### config.mk
export PLATFORM = sky130hd
export DESIGN_NAME = darksocv_wb_bridge_flat
export DESIGN_NICKNAME = d
export VERILOG_FILES = /design/src/rtl/darksocv_wb_bridge_if.sv /design/src/rtl/darksocv_wb_bridge.sv /design/src/flat_wrapper.sv
export SDC_FILE = /design/constraint.sdc
export NUM_CORES = 1
export LEC_CHECK = 0
export ABC_CLOCK_PERIOD_IN_PS = 4240
export BUFFER_PORTS_ARGS = -buffer_cell sky130_fd_sc_hd__buf_2
export CAP_MARGIN = 5
export CORE_UTILIZATION = 51
export DETAILED_ROUTE_END_ITERATION = 10
export PLACE_DENSITY = 0.86
export SYNTH_ARGS = -nofsm -noshare
export SYNTH_HDL_FRONTEND = slang
export SYNTH_SLANG_ARGS = --single-unit
### constraint.sdc
create_clock -name XCLK -period 4.24 [get_ports XCLK]
set_input_delay 0.424 -clock XCLK [delete_from_list [all_inputs] [get_ports XCLK]]
set_output_delay 0.424 -clock XCLK [all_outputs]
set_load 0.005 [all_outputs]
### src/rtl/darksocv_wb_bridge_if.sv
// Wishbone classic bus between the Caravel management core (master)
// and the darksocv bridge (slave).
interface darksocv_wb_bridge_if;
  logic        wbs_stb_i;
  logic        wbs_cyc_i;
  logic        wbs_we_i;
  logic [3:0]  wbs_sel_i;
  logic [31:0] wbs_adr_i;
  logic [31:0] wbs_dat_i;
  logic        wbs_ack_o;
  logic [31:0] wbs_dat_o;

  modport master (
    output wbs_stb_i, wbs_cyc_i, wbs_we_i, wbs_sel_i, wbs_adr_i, wbs_dat_i,
    input  wbs_ack_o, wbs_dat_o
  );

  modport slave (
    input  wbs_stb_i, wbs_cyc_i, wbs_we_i, wbs_sel_i, wbs_adr_i, wbs_dat_i,
    output wbs_ack_o, wbs_dat_o
  );
endinterface

### src/rtl/darksocv_wb_bridge.sv
// Wishbone classic slave that forwards hits in the user-area window to the
// darksocv external data port as a single read or write strobe, waits for
// XDACK (bounded by TIMEOUT), and returns a one-cycle Wishbone ack.
module darksocv_wb_bridge #(
  parameter logic [31:0] BASE    = 32'h3000_0000,
  parameter logic [31:0] MASK    = 32'hFFFF_0000,
  parameter int unsigned TIMEOUT = 16,
  parameter logic [31:0] ERRWORD = 32'hDEAD_BEEF
) (
  input  logic                        XCLK,
  input  logic                        XRES,
  darksocv_wb_bridge_if.slave         wb,
  output logic [31:0]                 XADDR,
  output logic                        XRD,
  output logic                        XWR,
  output logic [3:0]                  XBE,
  output logic [31:0]                 XDATAO,
  input  logic [31:0]                 XDATAI,
  input  logic                        XDACK,
  output logic [7:0]                  ERRCNT
);

  typedef enum logic [1:0] {IDLE, MISS, BUSY, ACK} state_t;

  localparam logic [7:0] WAIT_LAST = 8'(TIMEOUT - 1);

  state_t     state;
  logic [7:0] wait_cnt;
  logic       we_q;
  logic       holdoff;
  logic       req;
  logic       hit;

  assign req = wb.wbs_cyc_i & wb.wbs_stb_i;
  assign hit = req & ((wb.wbs_adr_i & MASK) == BASE);

  // Transfer FSM; every output is a register updated on the state transition
  // that enters the state in which it must be visible.
  always_ff @(posedge XCLK or negedge XRES) begin
    if (!XRES) begin
      state         <= IDLE;
      wait_cnt      <= '0;
      we_q          <= 1'b0;
      holdoff       <= 1'b0;
      XADDR         <= '0;
      XRD           <= 1'b0;
      XWR           <= 1'b0;
      XBE           <= '0;
      XDATAO        <= '0;
      ERRCNT        <= '0;
      wb.wbs_ack_o  <= 1'b0;
      wb.wbs_dat_o  <= '0;
    end else begin
      case (state)
        IDLE: begin
          // holdoff masks the cycle right after ACK, while stb is still
          // being released by the master
          holdoff <= 1'b0;
          if (!holdoff) begin
            if (hit) begin
              XADDR    <= wb.wbs_adr_i & ~MASK;
              XDATAO   <= wb.wbs_dat_i;
              XBE      <= wb.wbs_sel_i;
              we_q     <= wb.wbs_we_i;
              wait_cnt <= '0;
              if (wb.wbs_we_i && (wb.wbs_sel_i == 4'b0000)) begin
                state        <= ACK;
                wb.wbs_ack_o <= 1'b1;
                wb.wbs_dat_o <= '0;
              end else begin
                state <= BUSY;
                XRD   <= ~wb.wbs_we_i;
                XWR   <= wb.wbs_we_i;
              end
            end else if (req) begin
              state <= MISS;
            end
          end
        end

        MISS: begin
          if (!wb.wbs_cyc_i) begin
            state <= IDLE;
          end else begin
            state        <= ACK;
            wb.wbs_ack_o <= 1'b1;
            wb.wbs_dat_o <= '0;
          end
        end

        BUSY: begin
          // abort beats completion; XDACK beats a coincident timeout
          if (!wb.wbs_cyc_i) begin
            state <= IDLE;
            XRD   <= 1'b0;
            XWR   <= 1'b0;
          end else if (XDACK) begin
            state        <= ACK;
            XRD          <= 1'b0;
            XWR          <= 1'b0;
            wb.wbs_ack_o <= 1'b1;
            wb.wbs_dat_o <= we_q ? '0 : XDATAI;
          end else if (wait_cnt == WAIT_LAST) begin
            state        <= ACK;
            XRD          <= 1'b0;
            XWR          <= 1'b0;
            wb.wbs_ack_o <= 1'b1;
            wb.wbs_dat_o <= we_q ? '0 : ERRWORD;
            if (ERRCNT != 8'hFF) begin
              ERRCNT <= ERRCNT + 8'd1;
            end
          end else begin
            wait_cnt <= wait_cnt + 8'd1;
          end
        end

        ACK: begin
          state        <= IDLE;
          holdoff      <= 1'b1;
          wb.wbs_ack_o <= 1'b0;
          wb.wbs_dat_o <= '0;
        end

        default: begin
          state <= IDLE;
        end
      endcase
    end
  end

endmodule

### src/flat_wrapper.sv
// flat-port wrapper written by rule: the top's interface ports become plain ports
module darksocv_wb_bridge_flat 
#(
  parameter logic [31:0] BASE    = 32'h3000_0000,
  parameter logic [31:0] MASK    = 32'hFFFF_0000,
  parameter int unsigned TIMEOUT = 16,
  parameter logic [31:0] ERRWORD = 32'hDEAD_BEEF
)
  (XCLK, XRES, XADDR, XRD, XWR, XBE, XDATAO, XDATAI, XDACK, ERRCNT, wb_wbs_stb_i, wb_wbs_cyc_i, wb_wbs_we_i, wb_wbs_sel_i, wb_wbs_adr_i, wb_wbs_dat_i, wb_wbs_ack_o, wb_wbs_dat_o);
  darksocv_wb_bridge_if wb_i ();
  input  logic XCLK;
  input  logic XRES;
  output logic [31:0] XADDR;
  output logic XRD;
  output logic XWR;
  output logic [3:0] XBE;
  output logic [31:0] XDATAO;
  input  logic [31:0] XDATAI;
  input  logic XDACK;
  output logic [7:0] ERRCNT;
  input wire logic [$bits(wb_i.wbs_stb_i)-1:0] wb_wbs_stb_i;
  input wire logic [$bits(wb_i.wbs_cyc_i)-1:0] wb_wbs_cyc_i;
  input wire logic [$bits(wb_i.wbs_we_i)-1:0] wb_wbs_we_i;
  input wire logic [$bits(wb_i.wbs_sel_i)-1:0] wb_wbs_sel_i;
  input wire logic [$bits(wb_i.wbs_adr_i)-1:0] wb_wbs_adr_i;
  input wire logic [$bits(wb_i.wbs_dat_i)-1:0] wb_wbs_dat_i;
  output wire logic [$bits(wb_i.wbs_ack_o)-1:0] wb_wbs_ack_o;
  output wire logic [$bits(wb_i.wbs_dat_o)-1:0] wb_wbs_dat_o;
  assign wb_i.wbs_stb_i = wb_wbs_stb_i;
  assign wb_i.wbs_cyc_i = wb_wbs_cyc_i;
  assign wb_i.wbs_we_i = wb_wbs_we_i;
  assign wb_i.wbs_sel_i = wb_wbs_sel_i;
  assign wb_i.wbs_adr_i = wb_wbs_adr_i;
  assign wb_i.wbs_dat_i = wb_wbs_dat_i;
  assign wb_wbs_ack_o = wb_i.wbs_ack_o;
  assign wb_wbs_dat_o = wb_i.wbs_dat_o;
  darksocv_wb_bridge #(.BASE(BASE), .MASK(MASK), .TIMEOUT(TIMEOUT), .ERRWORD(ERRWORD)) u_core (.XCLK(XCLK), .XRES(XRES), .wb(wb_i), .XADDR(XADDR), .XRD(XRD), .XWR(XWR), .XBE(XBE), .XDATAO(XDATAO), .XDATAI(XDATAI), .XDACK(XDACK), .ERRCNT(ERRCNT));
endmodule
==> results.cfg <==
[clocking]
path_clk_slew_ns = 0.10
htreeDepth = 3
clkSinkCount = 107
cts_buffers = 9
cts_buffer_depth = 2
postCtsSetupRepairBufs = 0
cts_tree = yes
cts-root-buf = clkbuf_8
cts_hold_buf = 0
cts_resized = 0
clock_latency_ns = 0.35

[floorplan]
dieWidth_um = 99.5
start_util = 0.525
boundaryPins = 217
rows = 35
dieArea_um2 = 9910
core_area_um2 = 9240
die_h_um = 99.5

[outcome]
status = complete, no violations

[yosys]
ys_seq_area_frac = 0.552
synth_cell_types = 55
syn_avg_cell_area_um2 = 9.96
syn_inst = 487
yosys_warnings = 0
ys_async_sr_fraction = 1.00
synth_edf_count = 0
synth_ff_type = dfrtp_1
synth_area_um2 = 4850
ys_seq_elements = 107

[sta]
maxSlewViolCount = 0
setup_tns_ns = 0
period_share = 0.696
final-setup-viol-count = 0
slew-limit-headroom = 0.334
worst_pin_slew_ns = 0.998
hold_violations = 0
grt_setup_unrepaired = false
fmax_ghz = 0.339
layout_min_cycle_time_ns = 2.95
fin_skew_ns = 0.0155

[job]
maxCapViolCount = 0

[global_routing]
grt_usage = 0.236
busiest_layer = met2
antenna_found_initial = 0
grtUsageMet3 = 0.0562
grt_use_met1 = 0.300
grt_pass1_wl_mm = 18.7
gr-total-overflow = 0
grt_max_degree = 78
grtUsageMet2 = 0.403
grt_pass1_vias = 3989

[final_layout]
fill_cells = 732
fin_util = 0.656
diodes = 0
synthToLayoutAreaGrowth_pct = 25.0
nNetsFinal = 792
drive_gt1_frac = 0.339

[detailed_routing]
drt_pre_antenna_iters = 4
drtAntennaViolNets = 0
drt_iter0_drc = 189
wl_mm = 11.5
via_count = 4142
viasPerCell = 5.09
drcViolationCount = 0
wl_per_cell_um = 14.1

[setup_path]
arrival_ns = 3.19
startpoint_type = register
cp_max_fo = 14
required_ns = 4.48
rrSetupSlack_ns = 1.29
endpoint_kind = register
path_class = reg -> reg

[placement]
routabilityCongestion = 0.826
hpwlAfterDp_mm = 8.32
port_buffers = 200

[pwr]
leakagePower_nw = 3.52
irDropWorstVdd_v = 0.000287
p_per_area_nw_per_um2 = 391

[hold_path]
hold_class = in -> async
## cell usage after synthesis (all sizes together) (4+ instances only)
master	n	area, um2
a21oi	5	25.0
buf	27	181
o21ai	4	20.0
o211ai	5	42.5
nand2b	4	25.0
nor4	4	25.0
mux2	5	56.3
and3	6	37.5
nand2	172	646
clkbuf	10	37.5
nor2	9	33.8
a22o	11	96.3
dfrtp	107	2680
o2bb2ai	25	219
ha	7	87.6
inv	5	18.8
xnor2	6	52.6
nor3	4	31.3
nand4	7	50.1
nor2b	25	156
and2	4	25.0
## final timing paths
check,start,end,cells past startpoint
hold reg to reg,u_core.XBE[0],u_core.XBE[0],2
setup / recovery,u_core.state[0],u_core.ERRCNT[1],6
min in group XCLK,wb_wbs_dat_i[15],u_core.XDATAO[15],3
max in group asynchronous,XRES,u_core.ERRCNT[1],2
hold / removal,XRES,u_core.wb.wbs_dat_o[17],1
setup reg to reg,u_core.state[0],u_core.ERRCNT[1],6
## final cells by class
class / instances / area [um2] / area share
Clock buffer: 10 / 128 / 0.0210
Clock inverter: 6 / 60.1 / 0.00990
Inverter: 6 / 22.5 / 0.00371
Multi-Input combinational cell: 352 / 1990 / 0.328
Sequential cell: 107 / 2680 / 0.442
Tap cell: 129 / 161 / 0.0266
Timing Repair Buffer: 203 / 1030 / 0.169
## per-stage QoR
stage               setup WS, ns  area, um2  total power, mW  instances  hold WS (ns)
finish                      1.29       6060             2.37        813         0.220
global route                1.13       6060             2.51        813         0.240
CTS                         1.29       6060             2.39        813         0.234
detailed placement          1.11       5880             1.80        797         0.451
global placement            1.18       5880             1.77        797         0.444
floorplan                   1.81       4910             1.59        502         0.128
## critical path, stage by stage, from the launching register on
cell,delay (ns)
dfrtp_1,0.43
inv_1,0.12
ha_1,0.48
clkinv_1,0.40
or2_2,0.44
a311oi_2,0.57
mux2_2,0.40
## report_power, final
group | internal, mW | switching, mW
combinational | 0.254 | 0.366
sequential | 1.10 | 0.0661
clock | 0.227 | 0.357
total | 1.58 | 0.788
## layer usage
layer	vias to the layer above	wire [um]
met5	-	0
met4	0	172
met3	16	855
met2	178	5490
met1	1947	4940
li1	2001	-
## cells by family (layout without fill, tap and decap cells)
logic type | count (synthesis) | after routing | synth area share
fa+ha+maj | 7 | 7 | 0.0181
buf+inv | 43 | 225 | 0.0498
mux | 6 | 6 | 0.0137
xor+xnor | 7 | 7 | 0.0126
flops | 107 | 107 | 0.552
other cells | 1 | 16 | 0.000773
simple gates | 250 | 250 | 0.237
compound gates | 66 | 66 | 0.116
## sequential cells by signal, indices dropped and copies added (netlist names)
| signal | cells |
|---|---|
| u_core.wb.wbs_dat_o | 32 |
| u_core.wb.wbs_ack_o | 1 |
| u_core.XWR | 1 |
| u_core.state | 2 |
| u_core.XADDR | 16 |
| u_core.XDATAO | 32 |
| u_core.holdoff | 1 |
| u_core.XRD | 1 |
| u_core.we_q | 1 |
| u_core.XBE | 4 |
| u_core.ERRCNT | 8 |
| u_core.wait_cnt | 8 |
## cells in the final DEF, fill, tap and decap left out, types with 2 or more instances in the layout
cell,Yosys,routed
nor3_1,3,3
inv_6,0,2
ha_1,7,7
and4_1,2,2
inv_1,5,5
a21o_1,2,2
nor2b_1,25,25
a22o_1,11,11
xnor2_1,6,6
o21ai_0,3,3
nand4_1,6,6
nand2_1,172,172
dfrtp_1,107,107
buf_2,10,199
clkinv_4,0,3
a32o_1,2,2
nor4_1,4,4
mux2_2,5,5
nor4b_1,2,2
and3_1,6,6
and4b_1,2,2
nand3_1,2,2
a21oi_1,5,5
o211ai_1,4,4
or4_1,2,2
conb_1,1,16
o2bb2ai_1,25,25
nand2b_1,4,4
clkbuf_8,0,9
buf_4,16,4
nor2_1,9,9
and2_1,4,4
Note: power is estimated with default switching activity, not from simulation.
